<file path="src/rtl/matrix_pkg.sv">
// Shared types, colour/key constants and pixel addressing helpers for the
// keypad-driven LED matrix frame-buffer writer.
package matrix_pkg;

    localparam int unsigned NUM_KEYS = 16;
    localparam int unsigned KEY_W    = 4;
    localparam int unsigned PIX_W    = 2;
    localparam int unsigned NUM_PIX  = 64;
    localparam int unsigned ADDR_W   = 6;
    localparam int unsigned POS_W    = 3;
    localparam int unsigned FRAME_W  = NUM_PIX * PIX_W;
    localparam int unsigned OFF_W    = 7;

    typedef logic [PIX_W-1:0] colour_t;

    localparam colour_t COL_OFF   = 2'b00;
    localparam colour_t COL_RED   = 2'b10;
    localparam colour_t COL_GREEN = 2'b01;
    localparam colour_t COL_YEL   = 2'b11;

    localparam logic [KEY_W-1:0] KEY_UP    = 4'd1;
    localparam logic [KEY_W-1:0] KEY_LEFT  = 4'd4;
    localparam logic [KEY_W-1:0] KEY_CYCLE = 4'd5;
    localparam logic [KEY_W-1:0] KEY_RIGHT = 4'd6;
    localparam logic [KEY_W-1:0] KEY_YEL   = 4'd7;
    localparam logic [KEY_W-1:0] KEY_DOWN  = 4'd9;
    localparam logic [KEY_W-1:0] KEY_OFF   = 4'd12;
    localparam logic [KEY_W-1:0] KEY_RED   = 4'd13;
    localparam logic [KEY_W-1:0] KEY_GREEN = 4'd14;
    localparam logic [KEY_W-1:0] KEY_CLEAR = 4'd15;

    typedef enum logic {
        ST_IDLE  = 1'b0,
        ST_CLEAR = 1'b1
    } state_e;

    typedef struct packed {
        logic             valid;
        logic [KEY_W-1:0] code;
    } press_t;

    // Pixel 0 (row 0, col 0) lives in the top two bits of the frame word.
    function automatic logic [OFF_W-1:0] pix_offset(input logic [ADDR_W-1:0] idx);
        return OFF_W'(7'd126 - {idx, 1'b0});
    endfunction

    function automatic colour_t colour_next(input colour_t c);
        case (c)
            COL_OFF:   return COL_RED;
            COL_RED:   return COL_GREEN;
            COL_GREEN: return COL_YEL;
            default:   return COL_OFF;
        endcase
    endfunction

endpackage

</file>
<file path="src/rtl/key_edge.sv">
// Two-stage key sampler with rising-edge detect; reports the lowest-index
// newly pressed key each cycle.
module key_edge
    import matrix_pkg::*;
(
    input  logic                clk,
    input  logic                rst_n,
    input  logic [NUM_KEYS-1:0] key_i,
    output press_t              press_o
);

    logic [NUM_KEYS-1:0] k_q;
    logic [NUM_KEYS-1:0] k_qq;
    logic [NUM_KEYS-1:0] rise;

    always_ff @(posedge clk or negedge rst_n) begin
        if (!rst_n) begin
            k_q  <= '0;
            k_qq <= '0;
        end else begin
            k_q  <= key_i;
            k_qq <= k_q;
        end
    end

    assign rise = k_q & ~k_qq;

    // Scan high to low so the lowest set index is the one that sticks.
    always_comb begin
        press_o = '0;
        for (int i = NUM_KEYS - 1; i >= 0; i--) begin
            if (rise[i]) begin
                press_o.valid = 1'b1;
                press_o.code  = KEY_W'(i);
            end
        end
    end

endmodule

</file>
<file path="src/rtl/matrix_painter.sv">
// Keypad-driven 8x8 bicolour frame-buffer writer: cursor movement, pixel
// painting, full-clear sweep and blinking cursor overlay.
module matrix_painter
    import matrix_pkg::*;
#(
    parameter int unsigned BLINK_DIV = 12_500_000
) (
    input  logic                clk,
    input  logic                rst_n,
    input  logic [NUM_KEYS-1:0] key_state_i,
    output logic [FRAME_W-1:0]  frame_o,
    output logic [POS_W-1:0]    cursor_row_o,
    output logic [POS_W-1:0]    cursor_col_o,
    output logic                busy_o
);

    localparam int unsigned CNT_W = (BLINK_DIV > 1) ? $clog2(BLINK_DIV) : 1;

    press_t               press;
    state_e               state_q, state_d;
    logic [ADDR_W-1:0]    addr_q, addr_d;
    logic [POS_W-1:0]     row_q, row_d;
    logic [POS_W-1:0]     col_q, col_d;
    logic [FRAME_W-1:0]   buf_q, buf_d;
    logic [CNT_W-1:0]     cnt_q, cnt_d;
    logic                 phase_q, phase_d;
    logic [ADDR_W-1:0]    cur_idx;
    colour_t              cur_pix;
    logic                 paint;
    colour_t              paint_col;

    key_edge u_key_edge (
        .clk     (clk),
        .rst_n   (rst_n),
        .key_i   (key_state_i),
        .press_o (press)
    );

    assign cur_idx = {row_q, col_q};
    assign cur_pix = buf_q[pix_offset(cur_idx) +: PIX_W];

    always_ff @(posedge clk or negedge rst_n) begin
        if (!rst_n) begin
            state_q <= ST_IDLE;
            addr_q  <= '0;
            row_q   <= '0;
            col_q   <= '0;
            buf_q   <= '0;
            cnt_q   <= '0;
            phase_q <= 1'b0;
        end else begin
            state_q <= state_d;
            addr_q  <= addr_d;
            row_q   <= row_d;
            col_q   <= col_d;
            buf_q   <= buf_d;
            cnt_q   <= cnt_d;
            phase_q <= phase_d;
        end
    end

    // Key dispatch in IDLE; one pixel zeroed per cycle in CLEAR.
    always_comb begin
        state_d   = state_q;
        addr_d    = addr_q;
        row_d     = row_q;
        col_d     = col_q;
        buf_d     = buf_q;
        paint     = 1'b0;
        paint_col = COL_OFF;

        case (state_q)
            ST_IDLE: begin
                if (press.valid) begin
                    case (press.code)
                        KEY_UP:    row_d = row_q - POS_W'(1);
                        KEY_DOWN:  row_d = row_q + POS_W'(1);
                        KEY_LEFT:  col_d = col_q - POS_W'(1);
                        KEY_RIGHT: col_d = col_q + POS_W'(1);
                        KEY_CYCLE: begin
                            paint     = 1'b1;
                            paint_col = colour_next(cur_pix);
                        end
                        KEY_OFF: begin
                            paint     = 1'b1;
                            paint_col = COL_OFF;
                        end
                        KEY_RED: begin
                            paint     = 1'b1;
                            paint_col = COL_RED;
                        end
                        KEY_GREEN: begin
                            paint     = 1'b1;
                            paint_col = COL_GREEN;
                        end
                        KEY_YEL: begin
                            paint     = 1'b1;
                            paint_col = COL_YEL;
                        end
                        KEY_CLEAR: begin
                            state_d = ST_CLEAR;
                            addr_d  = '0;
                        end
                        default: ;
                    endcase
                end
                if (paint) begin
                    buf_d[pix_offset(cur_idx) +: PIX_W] = paint_col;
                end
            end
            ST_CLEAR: begin
                buf_d[pix_offset(addr_q) +: PIX_W] = COL_OFF;
                addr_d = addr_q + ADDR_W'(1);
                if (addr_q == ADDR_W'(NUM_PIX - 1)) begin
                    state_d = ST_IDLE;
                end
            end
            default: state_d = ST_IDLE;
        endcase
    end

    // Free-running blink divider.
    always_comb begin
        cnt_d   = cnt_q + CNT_W'(1);
        phase_d = phase_q;
        if (cnt_q == CNT_W'(BLINK_DIV - 1)) begin
            cnt_d   = '0;
            phase_d = ~phase_q;
        end
    end

    // Cursor overlay is display-only; the stored buffer is never touched.
    always_comb begin
        frame_o = buf_q;
        if (phase_q && (state_q == ST_IDLE)) begin
            frame_o[pix_offset(cur_idx) +: PIX_W] = (cur_pix == COL_OFF) ? COL_YEL : COL_OFF;
        end
    end

    assign cursor_row_o = row_q;
    assign cursor_col_o = col_q;
    assign busy_o       = (state_q == ST_CLEAR);

endmodule
</file>
<file path="config.mk">
export PLATFORM = sky130hd
export DESIGN_NAME = matrix_painter
export DESIGN_NICKNAME = d
export VERILOG_FILES = /design/src/rtl/matrix_pkg.sv /design/src/rtl/key_edge.sv /design/src/rtl/matrix_painter.sv
export SDC_FILE = /design/constraint.sdc
export NUM_CORES = 1
export LEC_CHECK = 0
export ABC_AREA = 1
export CAP_MARGIN = 10
export CORE_MARGIN = 3
export CORE_UTILIZATION = 50
export CTS_CLUSTER_SIZE = 12
export DETAILED_ROUTE_END_ITERATION = 6
export PLACE_DENSITY = 0.75
export SLEW_MARGIN = 20
export SYNTH_ARGS = -nofsm -noshare
export SYNTH_HDL_FRONTEND = slang
export SYNTH_SLANG_ARGS = --single-unit
</file>
<file path="constraint.sdc">
create_clock -name clk -period 7.3 [get_ports clk]
set_input_delay 1.825 -clock clk [delete_from_list [all_inputs] [get_ports clk]]
set_output_delay 1.825 -clock clk [all_outputs]
set_load 0.005 [all_outputs]
</file>
==> summary.md <==
| Metric | Value |
|---|---|
| Initial antenna violation count | `0` |
| Synth top area share | `38.4%` |
| Pre-Repair DR Iteration Count | `6` |
| CP max stage cell | `inv_1` |
| Total CTS buffers | `17` |
| Max incr delay on CP | `900 ps` |
| Share of cells above drive strength 1 | `6.43%` |
| Die area | `27800 um2` |
| Least-Margin Pin Slew | `1220 ps` |
| Critical path class | `flip-flop to primary output` |
| Largest net degree at the start of global routing | `100` |
| Crit share post-route | `90.5%` |
| Most numerous cell in the Yosys netlist | `nand2_1` |
| Post-DR wirelength/cell | `19.0 um` |
| Synth Warn # | `0` |
| Worst Path Required | `5480 ps` |
| Post_cts resized | `0` |
| Largest family of logic cells by synthesized area | `simple AND/OR/NAND/NOR gates` |
| Cell Pwr Density | `305 nW/um2` |
| Slew Limit Fails | `0` |
| Hold path cells | `0` |
| Number of synthesized flops with an enable pin | `0` |
| Core Area | `25300 um2` |
| RePlAce Congestion | `1.09` |
| Comb power frac | `49.1%` |
| Hold Path Sink | `u_key_edge.k_qq[13]` |
| Syn-to-layout area delta | `18.1%` |
| TNS Setup | `0 ps` |
| CTS tree | `done` |
| Post-DP Area | `14600 um2` |
| Synth Area in XOR/XNOR | `0.611%` |
| CTS Root Cell | `clkbuf_16` |
| DP Wirelength | `32.5 mm` |
| I/O Buffers | `152` |
| # setup viols final | `0` |
| Die width | `167 um` |
| GRT Residual Overflow | `0` |
| Reg clk slew, reported paths | `90 ps` |
| Num ports | `153` |
| Worst clock skew | `15.6 ps` |
| H-tree depth | `4` |
| CP max FO | `30` |
| Worst hold path type | `flip-flop to flip-flop` |
| DR vias/cell | `5.87` |
| Total GRT Usage | `32.5%` |
| Most frequent cells after synthesis | `632 x nand2_1, 199 x nand3_1, 198 x dfrtp_1` |
| Ys flop type | `dfrtp_1` |
| Sw Share | `50.8%` |
| Nets | `2098` |
| Leak pwr | `7.01 nW` |
| Clk_lat worst skew | `450 ps` |
| RR Endpoint | `buf_q[127]` |
| Avg Inst Size Synth | `6.58 um2` |
| CP endpoint kind | `primary output` |
| Flop-to-flop setup slack | `2310 ps` |
| Ranking of synthesized cells by area | `dfrtp_1 38%, nand2_1 18%, nand3_1 7.7%` |
| Post-CTS Setup Inserts | `0` |
| Initial drt markers | `1823` |
| Mapped Cells | `1961` |
| Count of cell types in the netlist | `41` |
| Max clock buf depth | `2` |
| Reg-to-Reg Start | `cursor_col_o[1]` |
| Fin crit period | `6610 ps` |
| WL final | `45.7 mm` |
| Die H | `167 um` |
| Vias in the first global route | `13300` |
| DR DRC count | `0` |
| Critical Path AT | `4780 ps` |
| Net Sw Power | `2.36 mW` |
| Critical path cell sequence | `inv_1, o21ai_0, o221ai_1, a21oi_1, nand3_1, nand3_1, nand2_1, inv_1, ha_2, inv_1, o21ai_0, clkdlybuf4s50_1` |
| Vias post-DR | `14200` |
| Mux contribution to synthesized area | `0%` |
| Ant diodes | `0` |
| Post-synthesis net count | `1989` |
| Pre-CTS setup slack | `1350 ps` |
| Fin worst setup slack | `693 ps` |
| Sequential element share of the synthesized area | `38.4%` |
| # Max-Cap Violations | `0` |
| Final std cells w/o fill | `2413` |
| Post-synthesis async set-or-reset flop share | `100%` |
| Antenna Nets Post-Route | `0` |
| Status | `completed` |
| Post-synthesis compound-gate area fraction | `13.5%` |
| Synth Area in Simple Gates | `36.7%` |
| Flop pwr share | `29.2%` |
| Initial core utilization | `51.1%` |
| Total power | `4.64 mW` |
| Final hold violations | `0` |
| Clock power frac | `21.6%` |
| Most frequent cell on the critical path | `inv_1` |
| Slew HR | `18.4%` |
| Hold buffers post-CTS | `0` |
| Placed Cells | `2381` |
| Adder-Cell Fraction of Synth Area | `1.09%` |
| Leading area contributor after synthesis | `dfrtp_1` |
| Int Pwr | `2.29 mW` |
| Fmax | `151 MHz` |
| Worst vdd ir | `0.450 mV` |
| Hold_sp | `u_key_edge.k_q[13]` |
| First-pass GRT wire length | `72.4 mm` |
| Rows | `58` |
| RSZ-0062 raised after global routing | `no` |
| Mapped Area | `12900 um2` |
| Final Cell Area | `15200 um2` |
| Post-synthesis register bit count | `198` |
| Startpoint types | `flip-flop` |
| Reg2Reg Depth | `17` |
| CTS Sinks | `198` |
## sequential cells by signal (all words and copies together) (netlist names)
signal           cells
cursor_col_o         3
addr_q               6
cnt_q               24
u_key_edge.k_q      16
phase_q              1
busy_o               1
buf_q              128
cursor_row_o         3
u_key_edge.k_qq     16
## area by class of cell
type,instances,area (um2)
fill,2415,10000
inverter,218,820
clock buffer,17,425
timing repair buffer,177,1710
multi-input combinational,1458,6710
sequential,198,4960
clock inverter,15,190
tap,330,413
## worst max-delay path by stage
stage / start / end / slack [ps]
after floorplan: cursor_col_o[0] / frame_o[36] / 2760
after global placement: cursor_col_o[1] / frame_o[36] / 1470
after detailed placement: cursor_col_o[1] / frame_o[36] / 1350
after CTS: cursor_col_o[1] / frame_o[36] / 810
after global routing: cursor_col_o[1] / frame_o[36] / 450
final: cursor_col_o[1] / frame_o[36] / 690
## critical path, delay by kind of cell (launching register included)
kind            cells  cell delay [ps]
buf+inv             4             2240
fa+ha+maj           1              170
simple gates        3              350
flops               1              570
compound gates      4              990
## metrics by stage
stage / hold WS [ps] / utilization [%]
floorplan: 354 / -
global placement: 359 / 57.9
detailed placement: 362 / 57.9
CTS: 381 / 60.3
global route: 386 / 60.3
finish: 382 / 60.3
## layer usage
layer  wire [um]  track usage, %
met5           0               0
met4        2170            14.1
met3        5220            6.91
met2       19600            48.7
met1       18800            45.9
## power groups by stage
stage	combinational, mW	sequential (mW)	clock (mW)
after detailed placement	2.20	1.37	0
after floorplan	1.45	1.30	0
after global routing	2.45	1.37	1.05
after CTS	2.21	1.35	1.01
final	2.28	1.36	1.00
after global placement	2.17	1.37	0
## layout by cell type (no fill, tap or decap), drive strengths merged
master           n
nand2          638
clkinvlp         3
o21a             4
o21ai          212
ha               8
a21oi           62
xor2             9
nor4             7
buf             25
a211oi           2
nand4           23
nor2           207
and2             1
o211ai           1
a31oi            1
nor3b            6
inv            223
fa               2
o22ai           31
nand3          201
or2              1
clkdlybuf4s50  151
o221ai           9
dfrtp          198
nor3            30
clkbuf          18
o31ai            3
clkinv           7
## kinds of logic (layout without fill, tap and decap cells)
| group | Yosys count | after routing |
|---|---|---|
| simple gates | 1114 | 1114 |
| compound gates | 325 | 325 |
| buf+inv | 305 | 427 |
| flops | 198 | 198 |
| fa+ha+maj | 10 | 10 |
| xor+xnor | 9 | 9 |
No activity file was read; power rests on OpenSTA's default activity.
